## config.mk

```make
export PLATFORM = sky130hd
export DESIGN_NAME = store_buffer
export DESIGN_NICKNAME = d
export VERILOG_FILES = /design/src/rtl/store_buffer.sv
export SDC_FILE = /design/constraint.sdc
export NUM_CORES = 1
export LEC_CHECK = 0
export CAP_MARGIN = 20
export CELL_PAD_IN_SITES_DETAIL_PLACEMENT = 0
export CELL_PAD_IN_SITES_GLOBAL_PLACEMENT = 1
export CORE_UTILIZATION = 30
export CTS_CLUSTER_DIAMETER = 30
export CTS_CLUSTER_SIZE = 8
export DETAILED_ROUTE_END_ITERATION = 12
export PLACE_DENSITY = 0.58
export SYNTH_ARGS = -nofsm -noshare
export SYNTH_HDL_FRONTEND = slang
export SYNTH_SLANG_ARGS = --single-unit
```

## constraint.sdc

```tcl
create_clock -name clk -period 6.1 [get_ports clk]
set_input_delay 1.525 -clock clk [delete_from_list [all_inputs] [get_ports clk]]
set_output_delay 1.525 -clock clk [all_outputs]
set_load 0.005 [all_outputs]
```

## src/rtl/store_buffer.sv

```systemverilog
// store_buffer: in-order FIFO store buffer between the memory stage and dbus.
// Stores drain through an addr_ok/data_ok handshake; loads see byte-granular
// forwarding, merged youngest-first across all valid entries.
// Optional build macro STORE_BUFFER_COALESCE_EN merges a store into the
// youngest entry when the word addresses match.
module store_buffer #(
   parameter int DEPTH  = 4,
   parameter int ADDR_W = 32,
   parameter int DATA_W = 32
) (
   input  logic                     clk,
   input  logic                     resetn,
   input  logic                     st_valid,
   input  logic [ADDR_W-1:0]        st_addr,
   input  logic [DATA_W-1:0]        st_data,
   input  logic [DATA_W/8-1:0]      st_strobe,
   output logic                     st_ready,
   input  logic [ADDR_W-1:0]        ld_addr,
   output logic [DATA_W/8-1:0]      ld_fwd_mask,
   output logic [DATA_W-1:0]        ld_fwd_data,
   output logic                     ld_fwd_full,
   output logic                     dreq_valid,
   output logic [ADDR_W-1:0]        dreq_addr,
   output logic [DATA_W-1:0]        dreq_data,
   output logic [DATA_W/8-1:0]      dreq_strobe,
   input  logic                     dresp_addr_ok,
   input  logic                     dresp_data_ok,
   output logic                     empty,
   output logic [$clog2(DEPTH):0]   count
);

   localparam int unsigned NB = DATA_W / 8;
   localparam int          PW = $clog2(DEPTH);
   localparam int          CW = PW + 1;

   typedef enum logic [1:0] {S_IDLE, S_REQ, S_WAIT} state_e;

   state_e              state_q;
   logic                dreq_valid_q;
   logic [ADDR_W-1:0]   addr_q [DEPTH];
   logic [DATA_W-1:0]   data_q [DEPTH];
   logic [NB-1:0]       strb_q [DEPTH];
   logic [DEPTH-1:0]    valid_q;
   logic [PW-1:0]       head_q, tail_q;
   logic [CW-1:0]       count_q, count_d;

   logic                full;
   logic                pop;
   logic                alloc;
   logic [NB-1:0]       fwd_mask;
   logic [DATA_W-1:0]   fwd_data;
   logic                unused_addr_lsbs;

   assign full = (count_q == CW'(DEPTH));
   assign pop  = ((state_q == S_REQ) && dresp_addr_ok && dresp_data_ok) ||
                 ((state_q == S_WAIT) && dresp_data_ok);

`ifdef STORE_BUFFER_COALESCE_EN
   logic [PW-1:0] young_idx;
   logic          merge_ok;
   logic          do_merge;

   assign young_idx = tail_q - PW'(1);
   // The head is frozen once it is on the bus, so it may only absorb a store while idle.
   assign merge_ok  = (count_q != '0) && valid_q[young_idx] &&
                      (addr_q[young_idx][ADDR_W-1:2] == st_addr[ADDR_W-1:2]) &&
                      !((young_idx == head_q) && (state_q != S_IDLE));
   assign st_ready  = !full || merge_ok;
   assign do_merge  = st_valid && merge_ok;
   assign alloc     = st_valid && !merge_ok && !full;
`else
   assign st_ready  = !full;
   assign alloc     = st_valid && !full;
`endif

   assign unused_addr_lsbs = ^{ld_addr[1:0], st_addr[1:0]};

   // Next entry count: allocation and pop in the same cycle cancel out.
   always_comb begin
      count_d = count_q;
      if (alloc && !pop)
         count_d = count_q + CW'(1);
      else if (!alloc && pop)
         count_d = count_q - CW'(1);
   end

   // Pointer, valid-bit and count bookkeeping.
   always_ff @(posedge clk or negedge resetn) begin
      if (!resetn) begin
         valid_q <= '0;
         head_q  <= '0;
         tail_q  <= '0;
         count_q <= '0;
      end else begin
         if (alloc) begin
            valid_q[tail_q] <= 1'b1;
            tail_q          <= tail_q + PW'(1);
         end
         if (pop) begin
            valid_q[head_q] <= 1'b0;
            head_q          <= head_q + PW'(1);
         end
         count_q <= count_d;
      end
   end

   // Entry payload storage; not reset, qualified by valid_q.
   always_ff @(posedge clk) begin
      if (alloc) begin
         addr_q[tail_q] <= st_addr;
         data_q[tail_q] <= st_data;
         strb_q[tail_q] <= st_strobe;
      end
`ifdef STORE_BUFFER_COALESCE_EN
      if (do_merge) begin
         for (int unsigned b = 0; b < NB; b++) begin
            if (st_strobe[b])
               data_q[young_idx][8*b +: 8] <= st_data[8*b +: 8];
         end
         strb_q[young_idx] <= strb_q[young_idx] | st_strobe;
      end
`endif
   end

   // Drain FSM: present head, wait for address then data acceptance, then pop.
   always_ff @(posedge clk or negedge resetn) begin
      if (!resetn) begin
         state_q      <= S_IDLE;
         dreq_valid_q <= 1'b0;
      end else begin
         case (state_q)
            S_IDLE: begin
               if (count_q != '0) begin
                  state_q      <= S_REQ;
                  dreq_valid_q <= 1'b1;
               end
            end
            S_REQ: begin
               if (dresp_addr_ok) begin
                  dreq_valid_q <= 1'b0;
                  state_q      <= dresp_data_ok ? S_IDLE : S_WAIT;
               end
            end
            S_WAIT: begin
               if (dresp_data_ok)
                  state_q <= S_IDLE;
            end
            default: begin
               state_q      <= S_IDLE;
               dreq_valid_q <= 1'b0;
            end
         endcase
      end
   end

   // Forwarding: walk oldest to youngest so younger matching lanes overwrite older ones.
   always_comb begin
      logic [PW-1:0] idx;
      idx      = '0;
      fwd_mask = '0;
      fwd_data = '0;
      for (int unsigned k = 0; k < DEPTH; k++) begin
         idx = head_q + PW'(k);
         if (valid_q[idx] && (addr_q[idx][ADDR_W-1:2] == ld_addr[ADDR_W-1:2])) begin
            for (int unsigned b = 0; b < NB; b++) begin
               if (strb_q[idx][b]) begin
                  fwd_mask[b]          = 1'b1;
                  fwd_data[8*b +: 8]   = data_q[idx][8*b +: 8];
               end
            end
         end
      end
   end

   assign ld_fwd_mask = fwd_mask;
   assign ld_fwd_data = fwd_data;
   assign ld_fwd_full = &fwd_mask;

   assign dreq_valid  = dreq_valid_q;
   assign dreq_addr   = addr_q[head_q];
   assign dreq_data   = data_q[head_q];
   assign dreq_strobe = strb_q[head_q];

   assign empty = (count_q == '0) && (state_q == S_IDLE);
   assign count = count_q;

endmodule

```

==> impl_metrics.env <==
export IMPL_hold_violations=0
export IMPL_grt_max_degree=66
export IMPL_seq_area_frac_synth_pct=45.15
export IMPL_place_area_um2=22770
export IMPL_fin_util_pct=42.14
export IMPL_setup_viol=0
export IMPL_fin_crit_sh_pct=98.06
export IMPL_startpoint_type="input port"
export IMPL_cts_sinks=286
export IMPL_initial_core_util_pct=30.46
export IMPL_avgSynthCellArea_um2=15.67
export IMPL_die_width_um=252.8
export IMPL_synth_seq_cells=286
export IMPL_synth_top_cell_by_area="edfxtp_1"
export IMPL_io_buffers=213
export IMPL_fin_nets=1691
export IMPL_grt_pass1_vias=13575
export IMPL_tightest_slew_ns=0.9921
export IMPL_gp_congestion=0.8338
export IMPL_yosysUniqueCellTypes=72
export IMPL_initialDrtViolationCount=1042
export IMPL_wire_per_inst_um=24.90
export IMPL_synth_main_ff_cell="edfxtp_1"
export IMPL_relSlewSlack_pct=33.86
export IMPL_path_cells="clkdlybuf4s50_1 -> buf_6 -> buf_4 -> xor2_1 -> nand4_1 -> a2111oi_2 -> buf_4 -> and3_2 -> nand3_4 -> buf_8 -> o221a_2 -> dlygate4sd2_1"
export IMPL_critPathMaxStageDelay_ns=0.48
export IMPL_holdWs_ns=0.5222
export IMPL_die_area_um2=63890
export IMPL_min_path_type="flop to flop"
export IMPL_drc_errors=0
export IMPL_core_area_um2=61940
export IMPL_final_antenna_net_count=0
export IMPL_drive_gt1_share_pct=38.90
export IMPL_drv_cap=0
export IMPL_io_pins=216
export IMPL_globalRouteOverflowTotal=0
export IMPL_skew_ns=0.01401
export IMPL_async_flop_share_pct=4.895
export IMPL_clockRootBuffer="clkbuf_16"
export IMPL_cp_max_fo=7
export IMPL_num_rows=91
export IMPL_first_pass_iters=5
export IMPL_yosys_area_top_type_share_pct=43.29
export IMPL_synthCells=1204
export IMPL_arrival_ns=4.46
export IMPL_syn_area_um2=18870
export IMPL_slowest_stage="clkdlybuf4s50_1"
export IMPL_area_growth_pct=38.37
export IMPL_synth_area_leaders="edfxtp_1 43%, mux4_2 27%, mux2i_1 5.2%"
export IMPL_yosys_warnings=0
export IMPL_grt_usage_pct=19.31
export IMPL_grt_pass1_wl_mm=89.84
export IMPL_finish_instance_area_um2=26100
export IMPL_leakagePower_nw=9.449
export IMPL_vias=13305
export IMPL_antenna_found_initial=7
export IMPL_crit_top_cell="buf_4"
export IMPL_min_period_ns=5.982
export IMPL_cts_max_path_buffers=3
export IMPL_syn_nets=1319
export IMPL_status="completed"
export IMPL_crit_path_end_kind="output pin"
export IMPL_htree_levels=3
export IMPL_peakVddDrop_mv=0.3132
export IMPL_cts_clk_slew_worst_paths_ns=0.04
export IMPL_cts_buffers=73
export IMPL_cts_tree="done"
export IMPL_fmax_ghz=0.1672
export IMPL_dp_hpwl_mm=41.94
export IMPL_die_h_um=252.8
export IMPL_power_density_nw_per_um2=552.8
export IMPL_slew_viol_final=0
export IMPL_insertion_delay_ns=0.59
export IMPL_crit_type="input port to output pin"
export IMPL_routed_via_density=5.380
export IMPL_synth_edf_count=272
export IMPL_totalWireLength_mm=61.59
export IMPL_cp_data_required_time_ns=4.58
-- per-layer routing --
metal  up-vias  GRT usage, %  wire length, um
li1       5829             -                -
met1      6883         24.80            25730
met2       460         30.93            29340
met3       123         4.451             4150
met4        10         8.814             2311
met5         -             0               65
-- power breakdown --
| part | leakage [nW] | internal (mW) | switching, mW |
|---|---|---|---|
| registers | 2.65 | 2.63 | 0.304 |
| logic | 5.62 | 3.98 | 3.64 |
| clock network | 1.18 | 2.67 | 1.21 |
| total | 9.45 | 9.28 | 5.15 |
-- flip-flops by register name (all words and copies together), names as in the netlist --
name and count:
addr_q 128, data_q 128, strb_q 16, valid_q 4, count 3, head_q 2
state_q 2, tail_q 2, dreq_valid 1
-- cells by family after synthesis --
family / Yosys count / share of synthesized area [%]
AND/OR/NAND/NOR: 135 / 4.490
adder cells (fa/ha/maj): 10 / 0.7030
multiplexers: 331 / 32.54
flip-flops: 286 / 45.15
XOR/XNOR: 117 / 5.432
buffers and inverters: 173 / 4.463
AO/OA/AOI/OAI: 152 / 7.223
-- what timing repair did --
| item | 4_1_cts | 5_1_grt |
|---|---|---|
| setup endpoints to repair | 37 | 31 |
| pin swaps | 12 | 15 |
| gates cloned | 4 | 2 |
| hold buffers | 0 | 0 |
| buffers inserted | 20 | 11 |
| gates resized for setup | 99 | 39 |
-- through the flow --
step	setup slack, ns	power, mW	cells	setup TNS, ns
after floorplan	0.1340	7.856	1204	0
after global placement	-0.5321	10.22	2300	-16.51
after detailed placement	-0.5245	10.25	2300	-16.27
after CTS	-0.07487	14.47	2458	-0.1418
after global routing	-0.008447	15.16	2472	-0.01423
final	0.1183	14.43	2473	0
-- worst max-delay path: cells and delay by family --
family,cells,cell delay [ns]
buffers and inverters,6,1.38
AOI/OAI and AO/OA,2,0.71
and+or+nand+nor,3,0.69
xor gates and xnor gates,1,0.15
-- placed cells by master, fill, tap and decap left out, types with 15 or more instances in the layout --
cell and count:
o221ai_1 32, clkdlybuf4s50_1 168, xnor2_1 70, inv_1 73
mux4_2 225, clkbuf_16 74, o221a_2 32, edfxtp_1 272
dlygate4sd2_1 30, nor2_1 15, buf_4 142, nand4_1 15
mux2i_1 98, nand2_1 15, xor2_1 38
-- worst paths after layout --
path,from,cells past startpoint,slack (ns),end
worst max-delay path,ld_addr[11],12,0.12,ld_fwd_data[26]
max in group asynchronous,resetn,1,4.13,head_q[0]
min in group asynchronous,resetn,1,1.39,count[0]
worst min register to register,state_q[1],1,0.52,state_q[0]
worst min-delay path,state_q[1],1,0.52,state_q[0]
worst max register to register,state_q[1],8,3.58,count[1]
-- synth_stat cells, types with 17 or more instances --
cell	count
edfxtp_1	272
mux4_2	225
mux2i_1	98
xnor2_1	78
inv_1	74
xor2_1	39
o221ai_1	35
o221a_2	32
buf_2	29
clkbuf_1	28
nand3_1	18
buf_1	17
-- area by class of cell --
type,instances,area [um^2]
Timing Repair Buffer,394,3866
Inverter,75,281.5
Antenna cell,1,2.502
Clock buffer,81,1867
Fill cell,5680,35840
Multi-Input combinational cell,746,9872
Tap cell,837,1047
Sequential cell,286,8526
Clock inverter,53,641.9
Power figures use the tool's default switching activity.
